[src/rtl/rom_arbiter.sv]
//==============================================================================
// Module   : rom_arbiter
// Purpose  : Shares one single-port synchronous ROM between the CPU fetch path
//            and an auxiliary reader; one read per clock, one in flight each.
//            Optional macro ROMARB_ROUNDROBIN_EN replaces fixed CPU priority and
//            the aux anti-starvation counter with round-robin on ties.
// Revision : 1.0 - initial release
//==============================================================================
`default_nettype none

module rom_arbiter #(
    parameter  int KB     = 128,
    parameter  int STARVE = 4,
    localparam int AW     = $clog2(KB * 1024)
) (
    input  logic          clock,
    input  logic          reset,
    input  logic          cpu_req,
    input  logic [AW-1:0] cpu_a,
    output logic          cpu_ack,
    output logic [7:0]    cpu_q,
    input  logic          aux_req,
    input  logic [AW-1:0] aux_a,
    output logic          aux_ack,
    output logic [7:0]    aux_q,
    output logic [AW-1:0] rom_a,
    input  logic [7:0]    rom_q
);

    logic r_cpu_pend;
    logic r_aux_pend;
    logic r_s1_vld;
    logic r_s1_id;      // 0 = CPU, 1 = aux
    logic r_s2_vld;
    logic r_s2_id;

    logic w_cpu_elig;
    logic w_aux_elig;
    logic w_grant_cpu;
    logic w_grant_aux;

    assign w_cpu_elig = cpu_req && !r_cpu_pend;
    assign w_aux_elig = aux_req && !r_aux_pend;

`ifdef ROMARB_ROUNDROBIN_EN
    logic r_last_aux;

    // On a tie the requester that did not win last time goes next.
    assign w_grant_aux = w_aux_elig && (!w_cpu_elig || !r_last_aux);
    assign w_grant_cpu = w_cpu_elig && !w_grant_aux;

    always_ff @(posedge clock) begin
        if (reset) begin
            r_last_aux <= 1'b1;
        end else if (w_grant_cpu || w_grant_aux) begin
            r_last_aux <= w_grant_aux;
        end
    end
`else
    localparam logic [3:0] c_STARVE = 4'(STARVE);

    logic [3:0] r_starve_cnt;

    assign w_grant_aux = w_aux_elig && ((r_starve_cnt == c_STARVE) || !w_cpu_elig);
    assign w_grant_cpu = w_cpu_elig && !w_grant_aux;

    always_ff @(posedge clock) begin
        if (reset) begin
            r_starve_cnt <= 4'd0;
        end else if (!aux_req || w_grant_aux) begin
            r_starve_cnt <= 4'd0;
        end else if (w_aux_elig && (r_starve_cnt != c_STARVE)) begin
            r_starve_cnt <= r_starve_cnt + 4'd1;
        end
    end
`endif

    always_ff @(posedge clock) begin
        if (reset) begin
            rom_a      <= '0;
            cpu_q      <= 8'd0;
            aux_q      <= 8'd0;
            cpu_ack    <= 1'b0;
            aux_ack    <= 1'b0;
            r_cpu_pend <= 1'b0;
            r_aux_pend <= 1'b0;
            r_s1_vld   <= 1'b0;
            r_s1_id    <= 1'b0;
            r_s2_vld   <= 1'b0;
            r_s2_id    <= 1'b0;
        end else begin
            cpu_ack <= 1'b0;
            aux_ack <= 1'b0;

            if (w_grant_cpu || w_grant_aux) begin
                rom_a <= w_grant_aux ? aux_a : cpu_a;
            end
            r_s1_vld <= w_grant_cpu || w_grant_aux;
            r_s1_id  <= w_grant_aux;
            r_s2_vld <= r_s1_vld;
            r_s2_id  <= r_s1_id;

            // rom_q now holds the data for the stage-2 tag.
            if (r_s2_vld) begin
                if (r_s2_id) begin
                    aux_q      <= rom_q;
                    aux_ack    <= 1'b1;
                    r_aux_pend <= 1'b0;
                end else begin
                    cpu_q      <= rom_q;
                    cpu_ack    <= 1'b1;
                    r_cpu_pend <= 1'b0;
                end
            end

            if (w_grant_cpu) begin
                r_cpu_pend <= 1'b1;
            end
            if (w_grant_aux) begin
                r_aux_pend <= 1'b1;
            end
        end
    end

endmodule

`default_nettype wire

[config.mk]
export PLATFORM = sky130hd
export DESIGN_NAME = rom_arbiter
export DESIGN_NICKNAME = d
export VERILOG_FILES = /design/src/rtl/rom_arbiter.sv
export SDC_FILE = /design/constraint.sdc
export NUM_CORES = 1
export LEC_CHECK = 0
export CAP_MARGIN = 20
export CORE_MARGIN = 2
export CORE_UTILIZATION = 40
export DETAILED_ROUTE_END_ITERATION = 12
export PLACE_DENSITY = 0.74
export SYNTH_ARGS = -nofsm -noshare
export SYNTH_HDL_FRONTEND = slang
export SYNTH_SLANG_ARGS = --single-unit
[constraint.sdc]
create_clock -name clock -period 3.37 [get_ports clock]
set_clock_uncertainty 0.15 [all_clocks]
set_input_delay 1.011 -clock clock [delete_from_list [all_inputs] [get_ports clock]]
set_output_delay 1.011 -clock clock [all_outputs]
set_load 0.01 [all_outputs]
After elaboration in Yosys (flattened, before gate mapping)
Cells that the tools add are included.

word-level totals
  logic and storage cells = 49
  bits in registers = 45
  bits in latches = 0
  memories kept = 0
  bits in writable memories = 0
  input port bits = 46
  ROM bits = 0

operators by class
  reductions and logical operators = 22
  bitwise operators = 2
  multiply operators = 0
  eq/ne operators = 3
  multiplexer cells = 9
  order comparisons = 0
  divide/modulo/power cells = 0
  $add $sub $neg = 1
  shift operators = 0

operator list
  kind                                                                   count
  17-bit 2-to-1 mux                                                      1
  1-bit 2-to-1 mux                                                       8
  2-bit AND reduction                                                    4
  2-bit nonzero test                                                     3
  1-bit logical AND                                                      5
  1-bit logical NOT                                                      5
  4-bit by 1-bit adder with 4-bit output, second input constant          1
  4-bit by 3-bit equality test with 1-bit output, second input constant  1
  4-bit by 3-bit != test with 1-bit output, second input constant        1
  2-bit OR reduction                                                     2
  1-bit logical OR                                                       3
  2-bit by 1-bit != test with 1-bit output, second input constant        1
  1-bit inverter                                                         2

Longest topological paths before layout
  depth after elaboration = 9
  mapped depth = 8

Worst setup path before layout
OpenSTA, ideal clock, no wires.

  path kind = in2reg
  from = in reset
  to = reg rom_a[10]
  arrival time = 2018 ps
  setup time = 73 ps
  cell stages on the path = 6
  slack = 1129 ps
  required time = 3147 ps
  cells stage by stage = buf_6 -> nor3b_4 -> buf_6 -> nand2_1 -> a211o_1 -> o211ai_2

RTL lines
  item                  line  text
  start, declared       17    input logic reset,
  end signal, assigned  96    rom_a <= w_grant_aux ? aux_a : cpu_a;
  end, declared         26    output logic [AW-1:0] rom_a,

Final worst setup path
  from = in aux_req
  to = reg rom_a[6]

on the way
  cells in the longest elaborated chain, start to end = 5

RTL lines
  item                   line  text
  start, declared        22    input logic aux_req,
  1-bit logical AND (*)  43    assign w_aux_elig = aux_req && !r_aux_pend;
  1-bit logical AND (*)  64    assign w_grant_aux = w_aux_elig && ((r_starve_cnt == c_STARVE) || !w_cpu_elig);
  1-bit logical NOT      65    assign w_grant_cpu = w_cpu_elig && !w_grant_aux;
  1-bit logical AND      65
  1-bit logical OR       95    if (w_grant_cpu || w_grant_aux) begin

Mark *: on every way between the ends. The rest lies on a longest branch, timed or not.
A chain may end at the register's enable or synchronous reset.

==> reports/metrics.cfg <==
[yosys]
yosysTopAreaCellShare_pct=45.6
yosysTopAreaCell=dfxtp_1
syn_area_sq_mm=0.00198
yosysSeqAreaShare_pct=45.6
yosys-top-cells-area=dfxtp_1 46%, nand2_1 13%, a211o_1 7.5%
postSynthAreaPerCell_sq_um=8.34
synth-seq-cells=45
syn_inst=237
syn_nets=285
synth_warnings=0
netlist-cell-type-count=28

[clocking]
clockBufferDepth=2
clk_latency_ns=0.30
cts_hold_buf=0
postCtsSetupBuffers=0
numCtsBuffers=5
cts_tree=yes
h-tree-depth=2
cts-root-buf=clkbuf_8
post_cts_resized=0
cts_sinks=45
path_clk_slew_ns=0.09

[worst_setup_path]
required_ns=3.44
worst_setup_path_start_kind=input port
crit_fanout=17
crit_path_end_kind=flop
crit_type=input port to flop
arrival_ns=2.75
r2r_cells=4

[routing]
drtIter0Drc=100
drt-total-wl_microns=4880
postRouteAntennaNets=0
drc=0
num_vias=1874
viasPerCell=4.91
firstDrtPassIters=4
wire_per_inst_microns=12.8

[die]
dieWidth_microns=74.3
fp.dieH_microns=74.3
std_cell_rows=25
design.portCount=81
coreArea_sq_mm=0.00475
die-area_sq_mm=0.00552
floorplan.initialDensity_pct=41.6

[grt]
grt_pass1_vias=1880
antenna_found_initial=0
grt_pass1_wl_microns=8220
grt_max_degree=40
grt_overflow_total=0
grt_util_all_layers_pct=19.2

[sta]
finalCriticalPeriod_ns=2.68
drv_slew=0
finalCritPeriodShare_pct=79.6
relSlewSlack_pct=30.0
max_clock_freq_mhz=373
rsz0062_at_grt=false
setup_tns_ns=0
worst_pin_slew_ns=1.04
finalSetupViolations=0
report.final.hold_viol_count=0

[hold_path]
hold_class=flop to flop
whs_path_depth=1

[finish]
fin_area_sq_mm=0.00293
nNetsFinal=362
final_cells=382
drive_gt1_share_pct=8.25
syn2layout_area_growth_pct=48.1
diodes=0

[flow_run]
max-cap-violations=0

[pwr]
powerDensity_mw_per_mm2=417
p_leak_nw=1.11
ir_worst_vdd_mv=0.284
finalPower_mw=1.22

[place]
hpwl_microns=3490
place_inst=374
placed_cell_area_sq_mm=0.00281
numPortBuffers=80
gp_congestion=0.795

[run_status]
status=finished, final reports clean

==> area by class of cell <==
cell class              instances  area (sq um)
fillers                       446          1830
multi-input cells             158           916
flip-flops and latches         45           901
repair buffers                 85           838
well taps                      67          83.8
inverters                      19          71.3
clock buffers                   5          68.8
clock inverters                 3          46.3
==> critical path: stages <==
cell and delay (ns):
clkdlybuf4s50_1 0.45, nor2b_1 0.19, nor3_2 0.84, nand2_1 0.12
o211ai_1 0.13
==> Yosys cell counts (all sizes together) <==
| cell | count |
|---|---|
| nand2b | 4 |
| a2bb2oi | 1 |
| o211ai | 17 |
| a21o | 1 |
| o21ai | 1 |
| inv | 19 |
| nor2 | 5 |
| nor4 | 2 |
| clkbuf | 7 |
| and3b | 1 |
| nor3 | 3 |
| nand2 | 71 |
| nor2b | 5 |
| nand3 | 3 |
| a31oi | 1 |
| nor3b | 1 |
| nand4b | 1 |
| and2 | 1 |
| ha | 2 |
| a21oi | 21 |
| buf | 8 |
| dfxtp | 45 |
| a211o | 17 |
==> cells by family (layout without fill, tap and decap cells) <==
group,after synthesis,after routing,synth area share (%)
AND/OR/NAND/NOR,97,97,22.0
buffers and inverters,34,112,8.17
AO/OA/AOI/OAI,59,59,23.0
flip-flops,45,45,45.6
adder cells (fa/ha/maj),2,2,1.27
==> placed cells by master, fill, tap and decap left out, types with 2 or more instances in the layout <==
cell type	synthesis	layout
nor4_1	2	2
clkbuf_8	0	5
ha_1	2	2
nand2_1	70	70
dfxtp_1	45	45
inv_1	19	19
a211o_1	17	17
nor2b_1	5	5
a21oi_1	21	21
o211ai_2	9	9
nand2b_1	4	4
buf_4	0	5
clkdlybuf4s50_1	0	80
nor2_1	5	4
o211ai_1	8	8
nand3_1	3	3
nor3_1	2	2
==> where the power goes <==
group / internal [mW] / switching (mW)
clock network: 0.222 / 0.195
logic: 0.127 / 0.0958
registers: 0.563 / 0.0181
==> flip-flops by register name, summed over array words and instances, names as in the netlist <==
signal        cells
r_s2_vld          1
cpu_q             8
r_starve_cnt      4
r_aux_pend        1
r_cpu_pend        1
rom_a            17
r_s1_id           1
aux_q             8
aux_ack           1
cpu_ack           1
r_s1_vld          1
r_s2_id           1
==> routing by layer <==
layer  global-route usage [%]  share of wire, %  wire (microns)  up-vias
met5                        0                 0               0        -
met4                     6.55               1.5              74        0
met3                     7.45               9.0             437        6
met2                     32.8                46            2230       69
met1                     22.1                44            2130      853
li1                         -                 -               -      946
==> path summary, 6_finish.rpt <==
path / from / endpoint / slack, ns
worst min register to register: r_s1_id$_SDFF_PP0_ / r_s2_id$_SDFF_PP0_ / 0.30
worst min-delay path: r_s1_id$_SDFF_PP0_ / r_s2_id$_SDFF_PP0_ / 0.30
worst max-delay path: aux_req / rom_a[6]$_SDFFE_PP0P_ / 0.69
worst max register to register: r_aux_pend$_SDFFE_PP0P_ / rom_a[6]$_SDFFE_PP0P_ / 1.48
==> stage by stage <==
stage               hold WS (ns)  util, %  setup WS (ns)
finish                     0.299     61.5          0.688
floorplan                  0.264        -           1.13
global route               0.316     61.5          0.548
global placement           0.274     59.1          0.393
detailed placement         0.277     59.1          0.345
CTS                        0.305     61.5          0.672
No activity file was read; power rests on OpenSTA's default activity.
